$ cat src/rtl/orion_phase_chan_arbiter_pkg.sv
// Shared types and round-robin helpers for the orion 2-phase channel arbiter.
package orion_arb_pkg;

   localparam int MAX_REQ = 16;
   localparam int IDX_W   = 4;

   typedef logic             phase_t;
   typedef logic [IDX_W-1:0] req_idx_t;

   typedef enum logic [1:0] {
      IDLE     = 2'd0,
      SETUP    = 2'd1,
      WAIT_ACK = 2'd2,
      DONE     = 2'd3
   } arb_state_t;

   function automatic req_idx_t rr_next(input req_idx_t idx, input int n);
      return (idx >= req_idx_t'(n - 1)) ? '0 : idx + 1'b1;
   endfunction

   // First set bit at or after ptr, wrapping at n-1; returns ptr when nothing is set.
   function automatic req_idx_t rr_pick(input logic [MAX_REQ-1:0] valid,
                                        input req_idx_t ptr, input int n);
      req_idx_t pick;
      req_idx_t idx;
      logic     found;
      pick  = ptr;
      idx   = ptr;
      found = 1'b0;
      for (int i = 0; i < MAX_REQ; i++) begin
         if (i < n && !found && valid[idx]) begin
            pick  = idx;
            found = 1'b1;
         end
         idx = rr_next(idx, n);
      end
      return pick;
   endfunction

endpackage

$ cat src/rtl/orion_phase_chan_arbiter_if.sv
// Requester and 2-phase channel signals of the orion phase-channel arbiter.
interface orion_phase_chan_arbiter_if
   import orion_arb_pkg::*;
#(
   parameter int N_REQ = 4
);
   localparam int SEL_W = $clog2(N_REQ);

   logic [N_REQ-1:0] req_valid;
   logic [N_REQ-1:0] req_done;
   logic [SEL_W-1:0] out_sel;
   phase_t           out_req;
   phase_t           out_ack;
   logic             busy;
   logic             timeout_err;

   modport master (
      input  req_valid, out_ack,
      output req_done, out_sel, out_req, busy, timeout_err
   );

   modport slave (
      output req_valid, out_ack,
      input  req_done, out_sel, out_req, busy, timeout_err
   );

endinterface

$ cat src/rtl/orion_phase_chan_arbiter_sync_ff.sv
// Multi-stage single-bit synchronizer with a parameterised reset value.
module orion_sync_ff #(
   parameter int   STAGES  = 2,
   parameter logic RST_VAL = 1'b0
) (
   input  logic clk,
   input  logic reset_n,
   input  logic d,
   output logic q
);

   logic [STAGES-1:0] stage_q;

   always_ff @(posedge clk) begin
      if (!reset_n) begin
         stage_q <= {STAGES{RST_VAL}};
      end else begin
         stage_q <= {stage_q[STAGES-2:0], d};
      end
   end

   assign q = stage_q[STAGES-1];

endmodule

$ cat src/rtl/orion_phase_chan_arbiter.sv
// Round-robin arbiter sharing one 2-phase bundled-data channel among N_REQ requesters.
// Ack watchdog is built only when ORION_PHASE_ARB_TIMEOUT_EN is defined.
module orion_phase_chan_arbiter
   import orion_arb_pkg::*;
#(
   parameter int     N_REQ          = 4,
   parameter int     SYNC_STAGES    = 2,
   parameter phase_t P_INIT         = 1'b0,
   parameter int     TIMEOUT_CYCLES = 1024
) (
   input  logic                       clk,
   input  logic                       reset_n,
   orion_phase_chan_arbiter_if.master bus
);

   // state    | meaning
   // IDLE     | channel free; grant next requester round-robin from rr_ptr
   // SETUP    | out_sel settles one cycle ahead of the req edge
   // WAIT_ACK | req edge issued; wait for synchronized ack phase to match
   // DONE     | one-cycle completion pulse to the owner; advance rr_ptr

   localparam int SEL_W = $clog2(N_REQ);

   if (N_REQ < 2 || N_REQ > MAX_REQ || SYNC_STAGES < 2 || TIMEOUT_CYCLES < 1) begin : g_param_check
      $error("orion_phase_chan_arbiter: parameter out of range");
   end

   arb_state_t         state_q, state_d;
   logic [SEL_W-1:0]   sel_q, sel_d;
   logic [SEL_W-1:0]   rr_ptr_q, rr_ptr_d;
   logic [SEL_W-1:0]   grant_idx;
   phase_t             out_req_q, out_req_d;
   phase_t             ack_sync;
   logic [MAX_REQ-1:0] valid_ext;
   logic [N_REQ-1:0]   done_vec;
   logic               busy_c;

   orion_sync_ff #(
      .STAGES  (SYNC_STAGES),
      .RST_VAL (P_INIT)
   ) u_ack_sync (
      .clk     (clk),
      .reset_n (reset_n),
      .d       (bus.out_ack),
      .q       (ack_sync)
   );

   always_comb begin
      valid_ext              = '0;
      valid_ext[N_REQ-1:0]   = bus.req_valid;
   end

   assign grant_idx = SEL_W'(rr_pick(valid_ext, req_idx_t'(rr_ptr_q), N_REQ));

   always_ff @(posedge clk) begin
      if (!reset_n) begin
         state_q   <= IDLE;
         sel_q     <= '0;
         rr_ptr_q  <= '0;
         out_req_q <= P_INIT;
      end else begin
         state_q   <= state_d;
         sel_q     <= sel_d;
         rr_ptr_q  <= rr_ptr_d;
         out_req_q <= out_req_d;
      end
   end

   always_comb begin
      state_d   = state_q;
      sel_d     = sel_q;
      rr_ptr_d  = rr_ptr_q;
      out_req_d = out_req_q;
      done_vec  = '0;
      busy_c    = 1'b0;
      case (state_q)
         IDLE: begin
            if (|bus.req_valid) begin
               sel_d   = grant_idx;
               state_d = SETUP;
            end
         end
         SETUP: begin
            busy_c    = 1'b1;
            out_req_d = ~out_req_q;
            state_d   = WAIT_ACK;
         end
         WAIT_ACK: begin
            busy_c = 1'b1;
            // Ack edges seen outside WAIT_ACK only show up here as an early match.
            if (ack_sync == out_req_q) begin
               state_d = DONE;
            end
         end
         DONE: begin
            done_vec[sel_q] = 1'b1;
            rr_ptr_d        = SEL_W'(rr_next(req_idx_t'(sel_q), N_REQ));
            state_d         = IDLE;
         end
         default: begin
            state_d = IDLE;
         end
      endcase
   end

   assign bus.out_sel  = sel_q;
   assign bus.out_req  = out_req_q;
   assign bus.busy     = busy_c;
   assign bus.req_done = done_vec;

`ifdef ORION_PHASE_ARB_TIMEOUT_EN
   localparam int TMO_W = (TIMEOUT_CYCLES > 2) ? $clog2(TIMEOUT_CYCLES) : 1;

   logic [TMO_W-1:0] tmo_cnt_q;
   logic             tmo_err_q;

   // Loaded on the way into WAIT_ACK; terminal count marks the last allowed cycle.
   always_ff @(posedge clk) begin
      if (!reset_n) begin
         tmo_cnt_q <= '0;
         tmo_err_q <= 1'b0;
      end else if (state_q == SETUP) begin
         tmo_cnt_q <= TMO_W'(TIMEOUT_CYCLES - 1);
      end else if (state_q == WAIT_ACK) begin
         if (tmo_cnt_q == '0) begin
            tmo_err_q <= 1'b1;
         end else begin
            tmo_cnt_q <= tmo_cnt_q - 1'b1;
         end
      end
   end

   assign bus.timeout_err = tmo_err_q;
`else
   assign bus.timeout_err = 1'b0;
`endif

   a_valid_held : assert property (@(posedge clk) disable iff (!reset_n)
      (state_q == SETUP || state_q == WAIT_ACK) |-> bus.req_valid[sel_q]);

endmodule

$ cat src/flat_wrapper.sv
// flat-port wrapper written by rule: the top's interface ports become plain ports
module orion_phase_chan_arbiter_flat import orion_arb_pkg::*;
#(
   parameter int     N_REQ          = 4,
   parameter int     SYNC_STAGES    = 2,
   parameter phase_t P_INIT         = 1'b0,
   parameter int     TIMEOUT_CYCLES = 1024
)
  (clk, reset_n, bus_req_valid, bus_out_ack, bus_req_done, bus_out_sel, bus_out_req, bus_busy, bus_timeout_err);
  orion_phase_chan_arbiter_if #(.N_REQ(N_REQ)) bus_i ();
  input  logic clk;
  input  logic reset_n;
  input wire logic [$bits(bus_i.req_valid)-1:0] bus_req_valid;
  input wire logic [$bits(bus_i.out_ack)-1:0] bus_out_ack;
  output wire logic [$bits(bus_i.req_done)-1:0] bus_req_done;
  output wire logic [$bits(bus_i.out_sel)-1:0] bus_out_sel;
  output wire logic [$bits(bus_i.out_req)-1:0] bus_out_req;
  output wire logic [$bits(bus_i.busy)-1:0] bus_busy;
  output wire logic [$bits(bus_i.timeout_err)-1:0] bus_timeout_err;
  assign bus_i.req_valid = bus_req_valid;
  assign bus_i.out_ack = bus_out_ack;
  assign bus_req_done = bus_i.req_done;
  assign bus_out_sel = bus_i.out_sel;
  assign bus_out_req = bus_i.out_req;
  assign bus_busy = bus_i.busy;
  assign bus_timeout_err = bus_i.timeout_err;
  orion_phase_chan_arbiter #(.N_REQ(N_REQ), .SYNC_STAGES(SYNC_STAGES), .P_INIT(P_INIT), .TIMEOUT_CYCLES(TIMEOUT_CYCLES)) u_core (.clk(clk), .reset_n(reset_n), .bus(bus_i));
endmodule
$ cat config.mk
export PLATFORM = sky130hd
export DESIGN_NAME = orion_phase_chan_arbiter_flat
export DESIGN_NICKNAME = d
export VERILOG_FILES = /design/src/rtl/orion_phase_chan_arbiter_pkg.sv /design/src/rtl/orion_phase_chan_arbiter_if.sv /design/src/rtl/orion_phase_chan_arbiter_sync_ff.sv /design/src/rtl/orion_phase_chan_arbiter.sv /design/src/flat_wrapper.sv
export SDC_FILE = /design/constraint.sdc
export NUM_CORES = 1
export LEC_CHECK = 0
export BUFFER_PORTS_ARGS = -buffer_cell sky130_fd_sc_hd__clkbuf_2
export CAP_MARGIN = 20
export CORE_ASPECT_RATIO = 1.4
export CORE_MARGIN = 2
export CORE_UTILIZATION = 32
export DETAILED_ROUTE_END_ITERATION = 8
export GPL_TIMING_DRIVEN = 0
export SETUP_SLACK_MARGIN = 0.2
export SYNTH_ARGS = -nofsm -noshare
export SYNTH_HDL_FRONTEND = slang
export SYNTH_SLANG_ARGS = --single-unit
$ cat constraint.sdc
create_clock -name clk -period 3.45 [get_ports clk]
set_clock_uncertainty 0.2 [all_clocks]
set_input_delay 0.5175 -clock clk [delete_from_list [all_inputs] [get_ports clk]]
set_output_delay 0.5175 -clock clk [all_outputs]
set_load 0.05 [all_outputs]
==> impl_results.md <==
* Status: finished clean
* Yosys top cell area share at 19.4%
* Overall Global Routing Usage at 12.9%
* RSZ-0062 raised after global routing: false
* CTS tree: built
* Number of max-cap violations at 0
* First-pass iteration count of the detailed router at 4
* # IOs at 16
* Design area at 0.00109 mm²
* Final Cycle Share at roughly two thirds
* Worst Path Arrival at 2.32 ns
* Quantity of gates resized following cts at 0
* Post-synthesis sequential area ratio at about a fifth
* VDD IR max at about 0.43 mV
* Slew HR at 66.0%
* Drt total wl at approximately 2000 µm
* Post-Syn Area at 930 µm²
* Hold Fails Final Rpt at 0
* CTS root buf: clkbuf_8
* Inst Count DP at about 160
* Ys async rst share at 0%
* Cell Count, Final, Fillers Out at 165
* Largest net degree at the start of global routing at 11
* Gpl congestion at 0.867
* Dpl cell area at 0.00105 mm²
* Layout cells sized above 1 at 25.0%
* Max Slew Vio Count at 0
* Worst path bufs/invs at 1
* Leak at 0.448 nW
* Clock Latency Late Sink at between 0.2 and 0.25 ns
* Die width at 49.6 µm
* Area Overhead vs Synth at 17.4%
* Largest area contributor in the netlist: dfxtp_1
* Initial antenna violation count at 0
* Post-Syn Area per Cell at around 8.5 µm²
* EDFF count, synth at 0
* Critical Path Sink Type: flip-flop
* Crit Path Class: reg2reg
* CTS sink cnt at 9
* CP startpoint kind: flip-flop
* Worst min path class: reg2reg
* Mapped Cells at 110
* Total Neg Setup Slack at 0 ns
* Via count at between 800 and 900
* Achievable Freq at roughly 430 MHz
* Post-DR wirelength/cell at 11.9 µm
* Top cell by count, worst path: mux2i_1
* Post-CTS setup buffer count at 0
* Synth area leaders: dfxtp_1 (19%), ha_1 (13%), mux2i_1 (9.7%)
* First-pass GRT wire length at 3280 µm
* Finished Core Util at 38.7%
* Clock Path Buffers at 2
* CTS Buf Count at 3
* Vias in the first global route at 789
* Die Area at 0.00336 mm²
* Ys Warns at 0
* Final setup fails at 0
* Worst path slowest cell: or4_1
* PwrDens at 658 mW/mm²
* Via-to-Cell Ratio at 5.08
* Most common cell after layout, fill and taps aside: clkbuf_2
* Post-layout net count at 146
* N_diodes at 0
* ANT nets after route at 0
* Delay-heaviest family, CP: simple AND/OR/NAND/NOR gates
* Final Power at 0.718 mW
* Reg clk slew, reported paths at 0.05 ns
* Die Ht at 67.8 µm
* Seq cells post-synth at 9
* # H-tree levels at 1
* Main synth FF type: dfxtp_1
* I/O Buffers at 14
* Worst Path Required at 3.43 ns
* Commonest cells after routing, fill and taps aside: clkbuf_2 (14), nor2_1 (11), ha_1 (10)
* Worst path cell trace: ha_1, buf_6, mux2i_1, mux2i_1, or4_1, o31ai_1, a31o_1
* CP peak stage delay at 0.54 ns
* Initial Utilization at 33.0%
* CTS Hold Bufs at 0
* DP HPWL at 1580 µm
* Synth cell types at 41
* Post-Syn Nets at around 130
* DRC at 0
* Critical path fanouts, max at 10
* Core Region at 0.00282 mm²
* DRT iter0 DRCs at 15
* Global route overflow at 0
* Worst-Margin Slew at about 0.51 ns
* Core Rows at 23
* Final min period at 2.34 ns
per-stage QoR:
| stage | hold slack [ns] | worst slack [ns] |
|---|---|---|
| after CTS | 0.241 | 1.12 |
| after floorplan | 0.212 | 1.34 |
| after detailed placement | 0.221 | 1.14 |
| final | 0.239 | 1.11 |
| after global placement | 0.219 | 1.18 |
| after global routing | 0.283 | 0.988 |
final cells by class:
| type | count | area, µm² |
|---|---|---|
| clock buffers | 4 | 45.0 |
| fillers | 316 | 1730 |
| flip-flops and latches | 9 | 180 |
| multi-input cells | 88 | 679 |
| repair buffers | 14 | 70.1 |
| plain buffers | 7 | 47.5 |
| well taps | 37 | 46.3 |
| inverters | 6 | 22.5 |
routing by layer:
layer | global-route usage [%] | wire, µm
met1 | 12.8 | 817
met2 | 24.3 | 1030
met3 | 1.55 | 48
met4 | 10.1 | 74
met5 | 0 | 0
synth_stat cells (all sizes together) (2+ instances only):
cell / number
nand2: 5
inv: 6
nor2: 11
o21a: 2
or3b: 3
a21oi: 3
ha: 10
buf: 6
nand3: 2
nand3b: 3
dfxtp: 9
nand2b: 2
mux2: 3
mux2i: 9
nor4b: 3
and2: 7
nor4: 2
o2111ai: 2
o32ai: 3
where the power goes:
| group | switching, mW | internal, mW | leakage, nW |
|---|---|---|---|
| Sequential | 0.0314 | 0.135 | 0.0740 |
| Combinational | 0.275 | 0.153 | 0.352 |
| Clock | 0.0423 | 0.0805 | 0.0228 |
cell families (layout without fill, tap and decap cells):
logic type	count (synthesis)	count (layout)	share of synthesized area (%)
flip-flops	9	9	19.4
buffers and inverters	13	31	7.54
adder cells (fa/ha/maj)	10	10	13.5
multiplexers	12	12	13.3
AND/OR/NAND/NOR	44	44	27.7
other	1	1	0.403
AO/OA/AOI/OAI	19	19	16.3
XOR/XNOR	2	2	1.88
flip-flops by register name (all words and copies together) (netlist names):
| register | flops |
|---|---|
| u_core.rr_ptr_q | 2 |
| u_core.u_ack_sync.stage_q | 2 |
| u_core.state_q | 2 |
| u_core.bus.out_req | 1 |
| u_core.bus.out_sel | 2 |
path summary, 6_finish.rpt:
kind                                                   start                           end  slack, ns  cells past startpoint
worst max-delay path                      u_core.rr_ptr_q[0]         u_core.bus.out_sel[1]       1.11                      7
worst min-delay path            u_core.u_ack_sync.stage_q[0]  u_core.u_ack_sync.stage_q[1]       0.24                      1
worst max register to register            u_core.rr_ptr_q[0]         u_core.bus.out_sel[1]       1.11                      7
worst min register to register  u_core.u_ack_sync.stage_q[0]  u_core.u_ack_sync.stage_q[1]       0.24                      1
Power figures use the tool's default switching activity.
